[src/rtl/execute_muldiv_unit.sv]
// ----------------------------------------------------------------------------
// execute_muldiv_unit
//
// Iterative multiply/divide unit for the Execute stage. It computes one
// multiplier bit (shift-add) or one quotient bit (restoring divide) per
// cycle on operand magnitudes, then spends one FIX cycle on sign correction
// and the architectural HI/LO write.
//
// Ports
//   CLK       : clock, all state updates on the rising edge
//   RST       : asynchronous active-high reset
//   StartE    : start request (sampled on CLK edge, honoured only in IDLE)
//   OpE[1:0]  : 00 MULTU, 01 MULT, 10 DIVU, 11 DIV
//   SrcAE     : multiplicand / dividend
//   SrcBE     : multiplier / divisor
//   AbortE    : flush; cancels an in-flight operation or a same-cycle start
//   BusyE     : high while state != IDLE (stall request to the hazard unit)
//   DoneE     : registered one-cycle pulse in the cycle after the HI/LO write
//   HI, LO    : product high/low halves, or remainder/quotient
//   DivZeroE  : sticky flag, last completed divide had a zero divisor
//   dbg_state : raw FSM state register for observation
//
// Handshake: a request is taken when StartE=1, AbortE=0 and BusyE=0 at a
// rising edge; StartE while BusyE=1 is dropped, not queued. The result is
// presented by DoneE=1 for exactly one cycle with HI/LO already holding it,
// and the unit is ready for a new StartE in that same cycle.
// ----------------------------------------------------------------------------
module execute_muldiv_unit #(
    parameter int WIDTH = 32
) (
    input  logic             CLK,
    input  logic             RST,
    input  logic             StartE,
    input  logic [1:0]       OpE,
    input  logic [WIDTH-1:0] SrcAE,
    input  logic [WIDTH-1:0] SrcBE,
    input  logic             AbortE,
    output logic             BusyE,
    output logic             DoneE,
    output logic [WIDTH-1:0] HI,
    output logic [WIDTH-1:0] LO,
    output logic             DivZeroE,
    output logic [1:0]       dbg_state
);

    localparam logic [1:0] S_IDLE = 2'd0;
    localparam logic [1:0] S_MUL  = 2'd1;
    localparam logic [1:0] S_DIV  = 2'd2;
    localparam logic [1:0] S_FIX  = 2'd3;

    localparam int            CW   = $clog2(WIDTH);
    localparam logic [CW-1:0] LAST = CW'(WIDTH - 1);

    logic [1:0]         state;
    logic [CW-1:0]      cnt;
    logic [1:0]         op_q;
    logic [WIDTH-1:0]   a_q;
    logic [WIDTH-1:0]   b_q;
    logic               sign_a;
    logic               sign_b;
    logic               div_zero_q;
    // Shared datapath register. MUL: {partial product, remaining multiplier}.
    // DIV: {partial remainder, dividend bits shifting out / quotient shifting in}.
    logic [2*WIDTH-1:0] acc;

    // Magnitudes of the incoming operands (signed ops only).
    logic [WIDTH-1:0]   src_a_mag;
    logic [WIDTH-1:0]   src_b_mag;
    // Magnitudes of the latched operands; the sign bits are only ever set for
    // signed ops, so unsigned operands pass straight through.
    logic [WIDTH-1:0]   a_mag;
    logic [WIDTH-1:0]   b_mag;

    logic [WIDTH:0]     mul_sum;
    logic [2*WIDTH-1:0] mul_next;
    logic [WIDTH:0]     div_shift;
    logic [WIDTH:0]     div_diff;
    logic               div_ge;
    logic [2*WIDTH-1:0] div_next;

    logic [2*WIDTH-1:0] prod_fix;
    logic [WIDTH-1:0]   quo_fix;
    logic [WIDTH-1:0]   rem_fix;
    logic [WIDTH-1:0]   fix_hi;
    logic [WIDTH-1:0]   fix_lo;

    assign BusyE     = (state != S_IDLE);
    assign dbg_state = state;

    always_comb begin
        src_a_mag = (OpE[0] && SrcAE[WIDTH-1]) ? -SrcAE : SrcAE;
        src_b_mag = (OpE[0] && SrcBE[WIDTH-1]) ? -SrcBE : SrcBE;
        a_mag     = sign_a ? -a_q : a_q;
        b_mag     = sign_b ? -b_q : b_q;
    end

    // Shift-add step: add the multiplicand into the upper half when the
    // current multiplier LSB is set, then shift the whole accumulator right
    // with the carry-out entering at the top, so nothing is truncated.
    always_comb begin
        mul_sum  = {1'b0, acc[2*WIDTH-1:WIDTH]} +
                   (acc[0] ? {1'b0, a_mag} : {(WIDTH+1){1'b0}});
        mul_next = {mul_sum, acc[WIDTH-1:1]};
    end

    // Restoring step: bring down the next dividend bit, subtract the divisor
    // if it fits, and shift the resulting quotient bit in at the bottom.
    // The partial remainder is always below the divisor, so the kept value
    // fits in WIDTH bits in both branches.
    always_comb begin
        div_shift = {acc[2*WIDTH-1:WIDTH], acc[WIDTH-1]};
        div_diff  = div_shift - {1'b0, b_mag};
        div_ge    = (div_shift >= {1'b0, b_mag});
        div_next  = {(div_ge ? div_diff[WIDTH-1:0] : div_shift[WIDTH-1:0]),
                     acc[WIDTH-2:0], div_ge};
    end

    // Sign correction. Most-negative / -1 needs no special case: the
    // magnitude quotient 2^(WIDTH-1) negates to itself modulo 2^WIDTH.
    always_comb begin
        prod_fix = (sign_a ^ sign_b) ? -acc : acc;
        quo_fix  = (sign_a ^ sign_b) ? -acc[WIDTH-1:0] : acc[WIDTH-1:0];
        rem_fix  = sign_a ? -acc[2*WIDTH-1:WIDTH] : acc[2*WIDTH-1:WIDTH];
        fix_hi   = prod_fix[2*WIDTH-1:WIDTH];
        fix_lo   = prod_fix[WIDTH-1:0];
        if (op_q[1]) begin
            if (div_zero_q) begin
                fix_hi = a_q;
                fix_lo = {WIDTH{1'b1}};
            end else begin
                fix_hi = rem_fix;
                fix_lo = quo_fix;
            end
        end
    end

    always_ff @(posedge CLK or posedge RST) begin
        if (RST) begin
            state      <= S_IDLE;
            cnt        <= '0;
            op_q       <= '0;
            a_q        <= '0;
            b_q        <= '0;
            sign_a     <= 1'b0;
            sign_b     <= 1'b0;
            div_zero_q <= 1'b0;
            acc        <= '0;
            HI         <= '0;
            LO         <= '0;
            DivZeroE   <= 1'b0;
            DoneE      <= 1'b0;
        end else begin
            DoneE <= 1'b0;
            case (state)
                S_IDLE: begin
                    if (StartE && !AbortE) begin
                        op_q   <= OpE;
                        a_q    <= SrcAE;
                        b_q    <= SrcBE;
                        sign_a <= OpE[0] & SrcAE[WIDTH-1];
                        sign_b <= OpE[0] & SrcBE[WIDTH-1];
                        cnt    <= '0;
                        if (OpE[1]) begin
                            acc <= {{WIDTH{1'b0}}, src_a_mag};
                            if (SrcBE == '0) begin
                                div_zero_q <= 1'b1;
                                state      <= S_FIX;
                            end else begin
                                div_zero_q <= 1'b0;
                                state      <= S_DIV;
                            end
                        end else begin
                            acc        <= {{WIDTH{1'b0}}, src_b_mag};
                            div_zero_q <= 1'b0;
                            state      <= S_MUL;
                        end
                    end
                end
                S_MUL: begin
                    if (AbortE) begin
                        state <= S_IDLE;
                    end else begin
                        acc <= mul_next;
                        cnt <= cnt + 1'b1;
                        if (cnt == LAST) state <= S_FIX;
                    end
                end
                S_DIV: begin
                    if (AbortE) begin
                        state <= S_IDLE;
                    end else begin
                        acc <= div_next;
                        cnt <= cnt + 1'b1;
                        if (cnt == LAST) state <= S_FIX;
                    end
                end
                S_FIX: begin
                    state <= S_IDLE;
                    if (!AbortE) begin
                        HI    <= fix_hi;
                        LO    <= fix_lo;
                        DoneE <= 1'b1;
                        if (op_q[1]) DivZeroE <= div_zero_q;
                    end
                end
                default: state <= S_IDLE;
            endcase
        end
    end

endmodule

[config.mk]
export PLATFORM = sky130hd
export DESIGN_NAME = execute_muldiv_unit
export DESIGN_NICKNAME = d
export VERILOG_FILES = /design/src/rtl/execute_muldiv_unit.sv
export SDC_FILE = /design/constraint.sdc
export NUM_CORES = 1
export LEC_CHECK = 0
export CAP_MARGIN = 20
export CORE_MARGIN = 2
export CORE_UTILIZATION = 36
export DETAILED_ROUTE_END_ITERATION = 8
export SKIP_CTS_REPAIR_TIMING = 1
export SYNTH_ARGS = -nofsm -noshare
export SYNTH_HDL_FRONTEND = slang
export SYNTH_SLANG_ARGS = --single-unit
[constraint.sdc]
create_clock -name CLK -period 7.4 [get_ports CLK]
set_clock_uncertainty 0.15 [all_clocks]
set_input_delay 0.74 -clock CLK [delete_from_list [all_inputs] [get_ports CLK]]
set_output_delay 0.74 -clock CLK [all_outputs]
set_load 0.005 [all_outputs]
==> flow_metrics.env <==
export IMPL_status="finished clean"
export IMPL_seq_power_share_pct=22.9
export IMPL_synth_top_flop_cell="dfrtp_1"
export IMPL_antenna_cells=0
export IMPL_worst_pin_slew_ns=0.9120
export IMPL_rr_startpoint="b_q[7]"
export IMPL_ir_drop_mv=0.2391
export IMPL_drt_initial_drc_count=1598
export IMPL_grt_pass1_vias=16243
export IMPL_cts_tree="built"
export IMPL_grt_antenna_before_repair=0
export IMPL_crit_path_start_kind="register"
export IMPL_port_buffers=138
export IMPL_fin_crit_ns=5.886
export IMPL_internal_power_mw=5.235
export IMPL_drv_slew=0
export IMPL_stdcell_area_mm2=0.02006
export IMPL_grt_first_pass_wirelength_um=99170
export IMPL_cts_htree_levels=1
export IMPL_vias=16920
export IMPL_fp_coreArea_mm2=0.04775
export IMPL_die_area_mm2=0.05013
export IMPL_p_switching_mw=5.638
export IMPL_ys_types=74
export IMPL_vias_per_cell=5.765
export IMPL_grt_max_degree=90
export IMPL_synth_area_top_cells="dfrtp_1 (29%), nand2_1 (9.2%), xor2_1 (6.9%)"
export IMPL_cp_end_kind="register"
export IMPL_worstReg2RegEnd="acc[62]"
export IMPL_placed_area_mm2=0.01921
export IMPL_maxCapViolations=0
export IMPL_die_w_um=223.9
export IMPL_synth_top_area_share_pct=29.47
export IMPL_netlist_instances=2266
export IMPL_clk_pin_slew_ns=0.07
export IMPL_worstPathRequired_ns=7.69
export IMPL_first_pass_iters=6
export IMPL_start_util_pct=36.46
export IMPL_holdPathStages=1
export IMPL_hold_viol=0
export IMPL_dieHeight_um=223.9
export IMPL_p_sw_share_pct=51.85
export IMPL_clock_fmax_mhz=169.9
export IMPL_worstSkewPairLatency_ns=0.58
export IMPL_ys_ff_latch=205
export IMPL_layout_drive_gt1_share_pct=4.784
export IMPL_power_density_mw_per_mm2=542.1
export IMPL_setup_violations=0
export IMPL_critPathKind="reg2reg"
export IMPL_r2r_cells=17
export IMPL_arrival_ns=6.18
export IMPL_holdPathEnd="HI[25]"
export IMPL_num_fill_cells=4830
export IMPL_synth_cell_area_mm2=0.01741
export IMPL_ios=139
export IMPL_num_rows=80
export IMPL_reg2reg_slack_ns=1.51
export IMPL_clkPwrFrac_pct=11.8
export IMPL_avgRoutedWirePerCell_um=21.79
export IMPL_yosysWarnings=0
export IMPL_p_comb_share_pct=65.3
export IMPL_synthesis_nets=2414
export IMPL_synth_seq_area_share_pct=29.47
export IMPL_gp_congestion=0.9252
export IMPL_rsz0062_at_grt="no"
export IMPL_drc=0
export IMPL_numClockSinks=205
export IMPL_fin_tns_setup_ns=0
export IMPL_numCtsBuffers=25
export IMPL_yosysTopAreaCell="dfrtp_1"
export IMPL_path_max_fanout=26
export IMPL_cts_root_buf="clkbuf_16"
export IMPL_async_flop_share_pct=100.0
export IMPL_syn_to_final_growth_pct=15.21
export IMPL_hpwlAfterDp_um=49770
export IMPL_track_usage_pct=25.34
export IMPL_slew_headroom_pct=38.64
export IMPL_min_from="HI[25]"
export IMPL_grt_ovfl_total=0
export IMPL_hold_path_class="reg2reg"
export IMPL_finalNetCount=2449
export IMPL_wl_um=63940
export IMPL_cts_path_max_buffers=3
export IMPL_layout_worst_path_cycle_share_pct=79.54
export IMPL_avgSynthCellArea_um2=7.683
export IMPL_total_leakage_power_nw=8.813
export IMPL_synth_enable_flop_cells=0
export IMPL_antenna_left=0
-- power groups by stage --
stage	Sequential [mW]	Combinational, mW	Clock (mW)
after floorplan	2.07	5.25	0
after detailed placement	2.50	7.01	0
final	2.49	7.10	1.28
after global routing	2.57	7.90	1.34
after global placement	2.48	7.00	0
after CTS	2.48	7.05	1.31
-- Yosys cell counts (all sizes together), types with 41 or more instances --
| master | number |
|---|---|
| a21oi | 161 |
| a22oi | 52 |
| clkbuf | 140 |
| dfrtp | 205 |
| ha | 76 |
| inv | 44 |
| mux2i | 46 |
| nand2 | 427 |
| nor2 | 160 |
| nor3 | 41 |
| o21ai | 214 |
| xnor2 | 124 |
| xor2 | 137 |
-- final cells by class --
type                       instances  area [um2]  share of cell area (%)
tap                              615       769.5                   3.837
inverter                          45       176.4                  0.8796
clock buffer                      29       680.7                   3.394
sequential                       205        5131                   25.58
multi-input combinational       1860       11560                   57.65
timing repair buffer             164        1574                   7.848
clock inverter                    17       161.4                  0.8047
-- cells by family (layout without fill, tap and decap cells) --
| kind of cell | after synthesis | after routing | share of synthesized area [%] |
|---|---|---|---|
| mux | 49 | 49 | 2.839 |
| compound gates | 652 | 652 | 23.32 |
| fa+ha+maj | 78 | 78 | 5.692 |
| simple gates | 820 | 820 | 21.18 |
| buf+inv | 201 | 255 | 4.370 |
| xor+xnor | 261 | 261 | 13.13 |
| flops | 205 | 205 | 29.47 |
-- per-layer routing --
layer / GRT usage, % / wire [um]
met2: 38.98 / 27780
met5: 0 / 0
met1: 37.73 / 30760
met4: 6.301 / 1626
met3: 2.794 / 3775
-- flip-flops by register name (all words and copies together) (netlist names) --
register / cells
LO: 32
sign_b: 1
cnt: 5
acc: 64
sign_a: 1
DoneE: 1
HI: 32
DivZeroE: 1
op_q: 1
a_q: 32
div_zero_q: 1
dbg_state: 2
b_q: 32
-- layout by cell type (no fill, tap or decap), types with 18 or more instances in the layout --
cell,Yosys,routed
nor3_1,38,37
nor2_1,160,160
a21oi_1,161,160
xnor2_1,124,123
a21o_1,34,34
nand2b_1,21,20
or4_1,22,22
xor2_1,137,136
o21ai_0,213,213
buf_4,0,25
or3_1,21,21
clkbuf_16,0,25
nand2_1,426,424
mux2i_1,46,46
a22oi_1,52,52
nand3_1,32,32
dfrtp_1,205,204
ha_1,76,75
a31oi_1,19,19
clkdlybuf4s50_1,0,138
nor4_1,18,18
o31ai_1,39,39
inv_1,43,42
-- worst max path at each step --
stage / start / endpoint / slack, ns / cells past startpoint
5_1_grt: b_q[6] / acc[62] / 1.01 / 17
6_report: b_q[7] / acc[62] / 1.51 / 17
3_5_place_dp: b_q[7] / acc[62] / 1.52 / 17
3_3_place_gp: b_q[7] / acc[62] / 1.59 / 17
2_1_floorplan: RST / DivZeroE / 0.91 / 1
4_1_cts: b_q[7] / acc[62] / 1.50 / 17
-- worst max-delay path, cell delays in order, from the launching register on --
cell	delay, ns
dfrtp_1	0.43
or4_4	0.56
or3_1	0.35
or3_2	0.46
o31ai_1	0.65
nand2_1	0.14
xnor2_1	0.17
ha_1	0.40
nand2_1	0.10
o21ai_0	0.24
nor3_1	0.07
a22oi_1	0.20
nand2_1	0.15
o31a_1	0.36
o21ai_4	0.34
buf_4	0.45
nor2_1	0.14
a2111o_1	0.44
-- per-stage QoR --
stage	power, mW	util, %	hold WS, ns	instances	setup slack [ns]
6_report	10.87	42.01	0.3213	2935	1.514
3_5_place_dp	9.510	40.24	0.3150	2889	1.523
4_1_cts	10.83	42.01	0.3281	2935	1.503
2_1_floorplan	7.313	-	0.3155	2266	0.9142
3_3_place_gp	9.472	40.23	0.3108	2888	1.587
5_1_grt	11.82	42.01	0.3425	2935	1.006
Power figures use the tool's default switching activity.
